<file path="config.mk">
export PLATFORM = sky130hd
export DESIGN_NAME = lns_to_lin
export DESIGN_NICKNAME = d
export VERILOG_FILES = /design/src/rtl/lns_to_lin.sv
export SDC_FILE = /design/constraint.sdc
export NUM_CORES = 1
export LEC_CHECK = 0
export BUFFER_PORTS_ARGS = -buffer_cell sky130_fd_sc_hd__buf_4
export CAP_MARGIN = 20
export CORE_UTILIZATION = 50
export CTS_CLUSTER_SIZE = 10
export DETAILED_ROUTE_END_ITERATION = 8
export PLACE_DENSITY = 0.8
export SETUP_SLACK_MARGIN = 0.3
export SLEW_MARGIN = 0
export SYNTH_ARGS = -nofsm -noshare
export SYNTH_HDL_FRONTEND = slang
export SYNTH_SLANG_ARGS = --single-unit
</file>
<file path="constraint.sdc">
create_clock -name clk -period 7.4 [get_ports clk]
set_input_delay 0.37 -clock clk [delete_from_list [all_inputs] [get_ports clk]]
set_output_delay 0.37 -clock clk [all_outputs]
set_load 0.05 [all_outputs]
</file>
<file path="src/rtl/lns_to_lin.sv">
// LNS-to-linear decoder: iterative 2^frac (one fractional bit per cycle via a
// constant ROM of 2^(2^-k)), then integer scaling, saturation and sign.
`timescale 1ns/1ps
module lns_to_lin #(
    parameter int LOG_BITS  = 16,
    parameter int FRAC_BITS = 8,
    parameter int MANT_FRAC = 16,
    parameter int LIN_BITS  = 31,
    parameter int LIN_FRAC  = 8
) (
    input  logic                clk,
    input  logic                rst,
    input  logic                data_in_valid,
    input  logic [LOG_BITS:0]   data_in_log,
    input  logic                data_in_nat_sign,
    output logic                data_in_enable,
    input  logic                data_out_enable,
    output logic                data_out_valid,
    output logic [LIN_BITS:0]   data_out_lin,
    output logic                data_out_sat
);
    localparam int MW = MANT_FRAC + 2;
    localparam int IW = LOG_BITS - FRAC_BITS + 1;
    localparam int KW = $clog2(FRAC_BITS + 1);
    localparam int WW = MW + LIN_BITS;

    typedef enum logic [1:0] {IDLE, EXP, SCALE, OUT} state_t;

    function automatic logic [63:0] isqrt64(input logic [63:0] x);
        logic [63:0] rem, res, bit_v;
        rem   = x;
        res   = '0;
        bit_v = 64'd1 << 62;
        for (int i = 0; i < 32; i++) begin
            if (rem >= res + bit_v) begin
                rem = rem - (res + bit_v);
                res = (res >> 1) + bit_v;
            end else begin
                res = res >> 1;
            end
            bit_v = bit_v >> 2;
        end
        return res;
    endfunction

    // 2^(2^-k) by k repeated square roots of 2.0 held with 30 fraction bits,
    // then rounded to MANT_FRAC bits.
    function automatic logic [MW-1:0] calc_c(input int k);
        logic [63:0] x;
        x = 64'd1 << 31;
        for (int j = 0; j < k; j++) x = isqrt64(x << 30);
        return MW'((x + (64'd1 << (29 - MANT_FRAC))) >> (30 - MANT_FRAC));
    endfunction

    logic [FRAC_BITS:0][MW-1:0] w_rom;
    assign w_rom[0] = MW'(1) << MANT_FRAC;
    for (genvar g = 1; g <= FRAC_BITS; g++) begin : g_rom
        localparam logic [MW-1:0] C_K = calc_c(g);
        assign w_rom[g] = C_K;
    end

    state_t                r_state;
    logic signed [IW-1:0]  r_int;
    logic [FRAC_BITS-1:0]  r_f;
    logic                  r_sign;
    logic                  r_zero;
    logic [MW-1:0]         r_mant;
    logic [KW-1:0]         r_k;

    logic                  w_accept;
    logic [2*MW-1:0]       w_prod;
    logic [MW-1:0]         w_mant_next;
    int                    w_sh;
    logic [WW-1:0]         w_wide;
    logic                  w_ovf;
    logic [LIN_BITS-1:0]   w_mag;

    assign data_in_enable = (r_state == IDLE) | ((r_state == OUT) & data_out_enable);
    assign w_accept       = data_in_valid & data_in_enable;

    assign w_prod      = {{MW{1'b0}}, r_mant} * {{MW{1'b0}}, w_rom[r_k]};
    assign w_mant_next = MW'(w_prod >> MANT_FRAC);

    // Shift into a window wide enough to see every overflowing bit; shifts
    // beyond the window are decided directly so large exponents cannot wrap.
    always_comb begin
        w_sh   = int'(r_int) + LIN_FRAC - MANT_FRAC;
        w_wide = '0;
        w_ovf  = 1'b0;
        if (w_sh >= LIN_BITS)
            w_ovf = 1'b1;
        else if (w_sh >= 0)
            w_wide = {{LIN_BITS{1'b0}}, r_mant} << w_sh;
        else if (-w_sh < MW)
            w_wide = {{LIN_BITS{1'b0}}, r_mant} >> (-w_sh);
        if (w_wide[WW-1:LIN_BITS] != '0)
            w_ovf = 1'b1;
        w_mag = w_ovf ? {LIN_BITS{1'b1}} : w_wide[LIN_BITS-1:0];
        if (r_zero) begin
            w_mag = '0;
            w_ovf = 1'b0;
        end
    end

    always_ff @(posedge clk or posedge rst) begin
        if (rst) begin
            r_state        <= IDLE;
            r_int          <= '0;
            r_f            <= '0;
            r_sign         <= 1'b0;
            r_zero         <= 1'b0;
            r_mant         <= '0;
            r_k            <= '0;
            data_out_valid <= 1'b0;
            data_out_lin   <= '0;
            data_out_sat   <= 1'b0;
        end else begin
            case (r_state)
                IDLE: ;
                EXP: begin
                    if (r_f[FRAC_BITS-1])
                        r_mant <= w_mant_next;
                    r_f <= r_f << 1;
                    r_k <= r_k + 1'b1;
                    if (r_k == KW'(FRAC_BITS))
                        r_state <= SCALE;
                end
                SCALE: begin
                    data_out_lin   <= r_sign ? {1'b0, w_mag} : -{1'b0, w_mag};
                    data_out_sat   <= w_ovf;
                    data_out_valid <= 1'b1;
                    r_state        <= OUT;
                end
                OUT: begin
                    if (data_out_enable) begin
                        data_out_valid <= 1'b0;
                        r_state        <= IDLE;
                    end
                end
                default: r_state <= IDLE;
            endcase
            // Acceptance overrides the OUT->IDLE exit so a waiting word starts without a bubble.
            if (w_accept) begin
                r_int   <= data_in_log[LOG_BITS:FRAC_BITS];
                r_f     <= data_in_log[FRAC_BITS-1:0];
                r_sign  <= data_in_nat_sign;
                r_zero  <= (data_in_log == {1'b1, {LOG_BITS{1'b0}}});
                r_mant  <= MW'(1) << MANT_FRAC;
                r_k     <= KW'(1);
                r_state <= EXP;
            end
        end
    end
endmodule

</file>
After elaboration in Yosys (flattened, before gate mapping)
Memory sizes are Yosys's and may differ from the RTL's.
Cells that the tools add are included.
{"block": "totals", "regBits": 77, "latch_bits": 0, "mem_bits_rw": 0, "rom_bits": 288, "output_inout_bits": 35, "mem_count": 1}
{"block": "op_classes", "add_sub_neg": 5, "mul": 1, "n_div": 0, "magnitude_cmp": 4, "eq_ne": 8, "shift": 2, "mux": 23, "bitwise_logic": 3, "n_reduce_logical": 9}
{"name": "(no name shown)", "depth": 16, "word_bits": 18, "rd": 1, "rd_clocked_by_memory_dff": 0, "write_ports": 0, "line_no": "81", "text": "assign w_prod = {{MW{1'b0}}, r_mant} * {{MW{1'b0}}, w_rom[r_k]};"}
{"op": "2-to-1 mux 49 bit", "count": 3}
{"op": "2-to-1 mux 18 bit", "count": 4}
{"op": "2-to-1 mux 31 bit", "count": 2}
{"op": "left shift 18 x 32 -> 49 bit", "count": 1}
{"op": "right shift 18 x 32 -> 49 bit", "count": 1}
{"op": "multiplier 18 x 18 -> 34 bit", "count": 1}
{"op": "less-than comparator 32 x 6 -> 1 bit, second input constant", "count": 1}
{"op": "2-to-1 mux 32 bit", "count": 1}
{"op": "negator 11 -> 32 bit", "count": 1}
{"op": "negator 31 -> 32 bit", "count": 1}
{"op": "nonzero test 18 bit", "count": 1}
{"op": "== test 17 bit, second input constant", "count": 1}
{"op": "2-to-1 mux 8 bit", "count": 2}
{"op": ">= comparator 11 x 1 -> 1 bit, second input constant", "count": 1}
{"op": ">= comparator 11 x 6 -> 1 bit, second input constant", "count": 1}
{"op": "subtractor 10 x 6 -> 11 bit, second input constant", "count": 1}
{"op": "adder 9 x 5 -> 10 bit, second input constant", "count": 1}
{"op": "2-to-1 mux 4 bit", "count": 2}
{"op": "2-to-1 mux 2 bit", "count": 3}
{"op": "inequality test 3 bit, second input constant", "count": 2}
{"op": "one-hot mux 2 bit (3 select lines)", "count": 1}
{"op": "nonzero test 2 bit", "count": 3}
{"op": "less-than comparator 4 x 5 -> 1 bit, second input constant", "count": 1}
{"op": "adder 4 x 1 -> 4 bit, second input constant", "count": 1}
{"op": "other kinds (12)", "count": 18}

Logic depth before layout (Yosys ltp)
{"block": "logic_depth", "word_depth": 13, "depth_mapped": 30, "mapped_depth_nobuf": 30}

Worst setup path after synthesis
No wires, ideal clock.
{"block": "synth_path", "path_kind": "register to register", "from": "reg r_k[1]", "to": "reg r_mant[17]", "setup_ns": 0.127, "t_arrival_ns": 7.341, "t_required_ns": 7.273, "setup_slack_ns": -0.068, "stages_incl_launch_ff": 29, "n_path_buf": 1, "period_less_slack_ns": 7.468, "cell_sequence": "dfrtp_1 > inv_1 > ha_1 > nand2_1 > o21ai_0 > nor2_1 > clkbuf_1 > nand2_1 > fa_1 > inv_1 > fa_1 > fa_1 > inv_1 > fa_1 > inv_1 > fa_1 > fa_1 > ha_1 > a21o_1 > a21o_1 > a221o_1 > o21a_1 > a22o_1 > o211ai_1 > o211ai_1 > a311oi_1 > nor3b_1 > mux2_2 > nand3_1"}
{"block": "synth_between", "elab_chain_len": 6}
{"item": "start, declared", "line_no": "68", "text": "logic [KW-1:0] r_k;"}
{"item": "start signal, assigned", "line_no": "124", "text": "r_k <= r_k + 1'b1;"}
{"item": "memory (16 x 18 bit)"}
{"item": "2-to-1 mux 18 bit (not written as such)", "line_no": "81"}
{"item": "multiplier 18 x 18 -> 34 bit", "line_no": "81"}
{"item": "2-to-1 mux 18 bit", "line_no": "121", "text": "if (r_f[FRAC_BITS-1])"}
{"item": "2-to-1 mux 18 bit", "line_no": "118", "text": "case (r_state)"}
{"item": "2-to-1 mux 18 bit", "line_no": "143", "text": "if (w_accept) begin"}
{"item": "end signal, assigned", "line_no": "122", "text": "r_mant <= w_mant_next;"}
{"item": "end signal, assigned", "line_no": "148", "text": "r_mant <= MW'(1) << MANT_FRAC;"}
{"item": "end, declared", "line_no": "67", "text": "logic [MW-1:0] r_mant;"}
Every way passes these cells. The select of a mux whose other input is x is not followed.
A chain may end at the register's enable or synchronous reset.

Worst setup path after layout
Ends and elaborated chain as after synthesis.

==> run metrics <==
maximum clock frequency=0.140 GHz; Final Hold Slack=0.0533 ns; fin crit period=7.14 ns; port bufs=56; asr flop ratio synth=100%; Via density=6.15; pin count of the biggest net entering global routing=57; Top cell by count, worst path=fa_1; most frequent cells in the layout=nand2_1, inv_1, fa_1; Crit path largest cell delay=0.57 ns; initial DRC count=1887; critical path required time=7.70 ns; overall routed net length=50800 microns; Max-cap violations=0; full die area=0.0352 sq mm; fin area=0.0190 sq mm; vias in the first global route=15.6k; nets=2483; Post-DP HPWL=38400 microns; CP Max Fanout=18; initial core utilization=51.2%; clk buf depth=2; Cells after Synth=2091; DRC violations left=0; Primary FF master, synth=dfrtp_1; Worst Max-Slew Pin Slew=1.13 ns; root buffer cell=clkbuf_16; row count=67; layout cells sized above 1=14.1%; H-tree Lvls=3; GR Layer Usage met3=under 10%; Top Usage Layer GRT=met2; Wirelength per Cell=19.8 microns; initial antenna violation count=0; cell area after placement=between 0.015 and 0.02 sq mm; Sink Count=a little under 80; Final ANT Viol Nets=0; ranking of synthesized cells by area=fa_1, dfrtp_1, ha_1; Synth Cell Area=between 0.015 and 0.02 sq mm; Hold Path Class=in2async; CP Capture Type=flop; CTS Buf Count=9; Tcrit/Tclk final=96.5%; synth warn=0; met2 GRT Util=a little under half; CTS tree=built; clk slew on worst S/H paths=0.07 ns; cell family with most CP delay=adder cells; EDFF count, synth=0; Top-Level Pins=between 50 and 60; Final setup viols=0; commonest non-fill, non-tap cell in the layout=nand2_1; Clock Latency Late Sink=around 0.35 ns; Remaining Overflow, GRT=0; vias post-DR=15.8k; WP data arrival=7.44 ns; Final GP Congestion=about 1; Setup Crit Path Kind=reg2reg; cts hold-fix bufs=0; total nets after synthesis=2464; Placeable Area=about 0.034 sq mm; Netlist cell types=88; RSZ-0062 raised after global routing=yes; Hold Fails Final Rpt=0; CP max stage cell=fa_1; height of the die=between 150 and 200 microns; 1st-pass router iterations=5; first-pass GRT wire length=82300 microns; top-area cell type share of the netlist area=25.7%; status=finished clean; # diodes=0; sequential cell area fraction in the yosys report=11.2%; Slew Limit Headroom=between 20% and 30%; Critical path buffers and inverters=5; largest area contributor in the netlist=fa_1; clock skew=between 0.01 and 0.015 ns; Total GRT Usage=roughly 29%; Avg Cell Area, Syn=between 8 and 9 sq um; Seq cells post-synth=77; die width=188 microns; Area Growth Syn to Fin=10.3%; CP startpoint kind=flop; GR Util met1=40.1%; Slew Limit Fails=0
==> cells in the mapped netlist (all sizes together), types with 13 or more instances <==
library cell,count
a211oi,17
a21oi,90
clkbuf,114
dfrtp,77
nor2,100
o211ai,17
nor2b,13
fa,221
a22oi,13
mux2i,48
nand4,17
and2,57
nor4,18
a21o,14
xnor2,32
and3,58
buf,33
mux4,25
xor2,13
mux2,25
ha,130
inv,307
o21ai,56
nand2,329
nand3,37
nor3,46
==> worst paths after layout <==
path | startpoint | end | slack [ns] | depth (start not counted)
hold / removal | rst | data_out_lin[22]$_DFFE_PP0P_ | 0.05 | 2
setup / recovery | r_k[1]$_DFFE_PP0P_ | r_mant[17]$_DFFE_PP0P_ | 0.26 | 27
setup reg to reg | r_k[1]$_DFFE_PP0P_ | r_mant[17]$_DFFE_PP0P_ | 0.26 | 27
hold reg to reg | data_out_lin[17]$_DFFE_PP0P_ | data_out_lin[17]$_DFFE_PP0P_ | 0.49 | 2
min in group clk | data_in_log[16] | r_int[8]$_DFFE_PP0P_ | 0.22 | 3
max in group asynchronous | rst | r_int[0]$_DFFE_PP0P_ | 6.26 | 3
==> timing repair <==
action,4_1_cts,5_1_grt
pin swaps,15,40
resized for setup,25,41
setup buffers,10,23
endpoints found under the setup margin,12,11
==> flip-flops by register name, indices dropped and copies added, names as in the netlist <==
signal	cells
data_out_lin	32
r_mant	18
r_int	9
r_f	8
r_k	4
r_state	2
data_out_sat	1
data_out_valid	1
r_sign	1
r_zero	1
==> cells by family after synthesis <==
kind of cell | synth area share (%)
AOI/OAI and AO/OA | 13.0
xor gates and xnor gates | 2.29
adders and majority gates | 35.1
buffers and inverters | 10.2
DFF | 11.2
muxes | 7.73
and+or+nand+nor | 20.5
==> worst reg2reg max path, cell delays in order (launching register included) <==
cell and delay [ns]:
dfrtp_2 0.45, inv_4 0.11, ha_2 0.23, nand2_2 0.10, a21oi_1 0.17, buf_6 0.22, nand2_1 0.12, fa_1 0.56
inv_1 0.06, fa_1 0.46, ha_1 0.30, inv_1 0.07, fa_1 0.53, inv_1 0.05, fa_1 0.48, fa_1 0.57
ha_4 0.23, a21o_1 0.16, a21o_1 0.16, a221o_1 0.35, o21a_4 0.25, a22o_4 0.24, o211ai_1 0.28, o211ai_1 0.18
a311oi_2 0.28, nor3b_2 0.11, mux2_4 0.31, nand3_2 0.06
==> area by class of cell <==
type | count | area [sq um]
sequential | 77 | 1930
fill | 2988 | 14700
clock buffer | 10 | 229
tap | 448 | 561
inverter | 311 | 1170
timing repair buffer | 155 | 1230
clock inverter | 6 | 88.8
multi-input combinational | 1556 | 13800
==> per-stage QoR <==
step / setup slack (ns) / instances / setup TNS [ns] / utilization [%]
2_1_floorplan: 0.301 / 2091 / 0 / -
3_3_place_gp: 0.0983 / 2514 / 0 / 53.9
3_5_place_dp: -0.184 / 2514 / -0.237 / 53.9
5_1_grt: 0.0651 / 2563 / 0 / 56.5
4_1_cts: 0.319 / 2540 / 0 / 55.5
6_report: 0.259 / 2563 / 0 / 56.5
==> routing by layer <==
metal / routed length [microns] / share of wire [%]
met1: 20900 / 41
met2: 23900 / 47
met3: 4240 / 8.3
met4: 1820 / 3.6
met5: 0 / 0
Power is left out: the tool's default activity adds up to more than one toggle a clock period on the data nets, which glitch-free logic cannot reach.
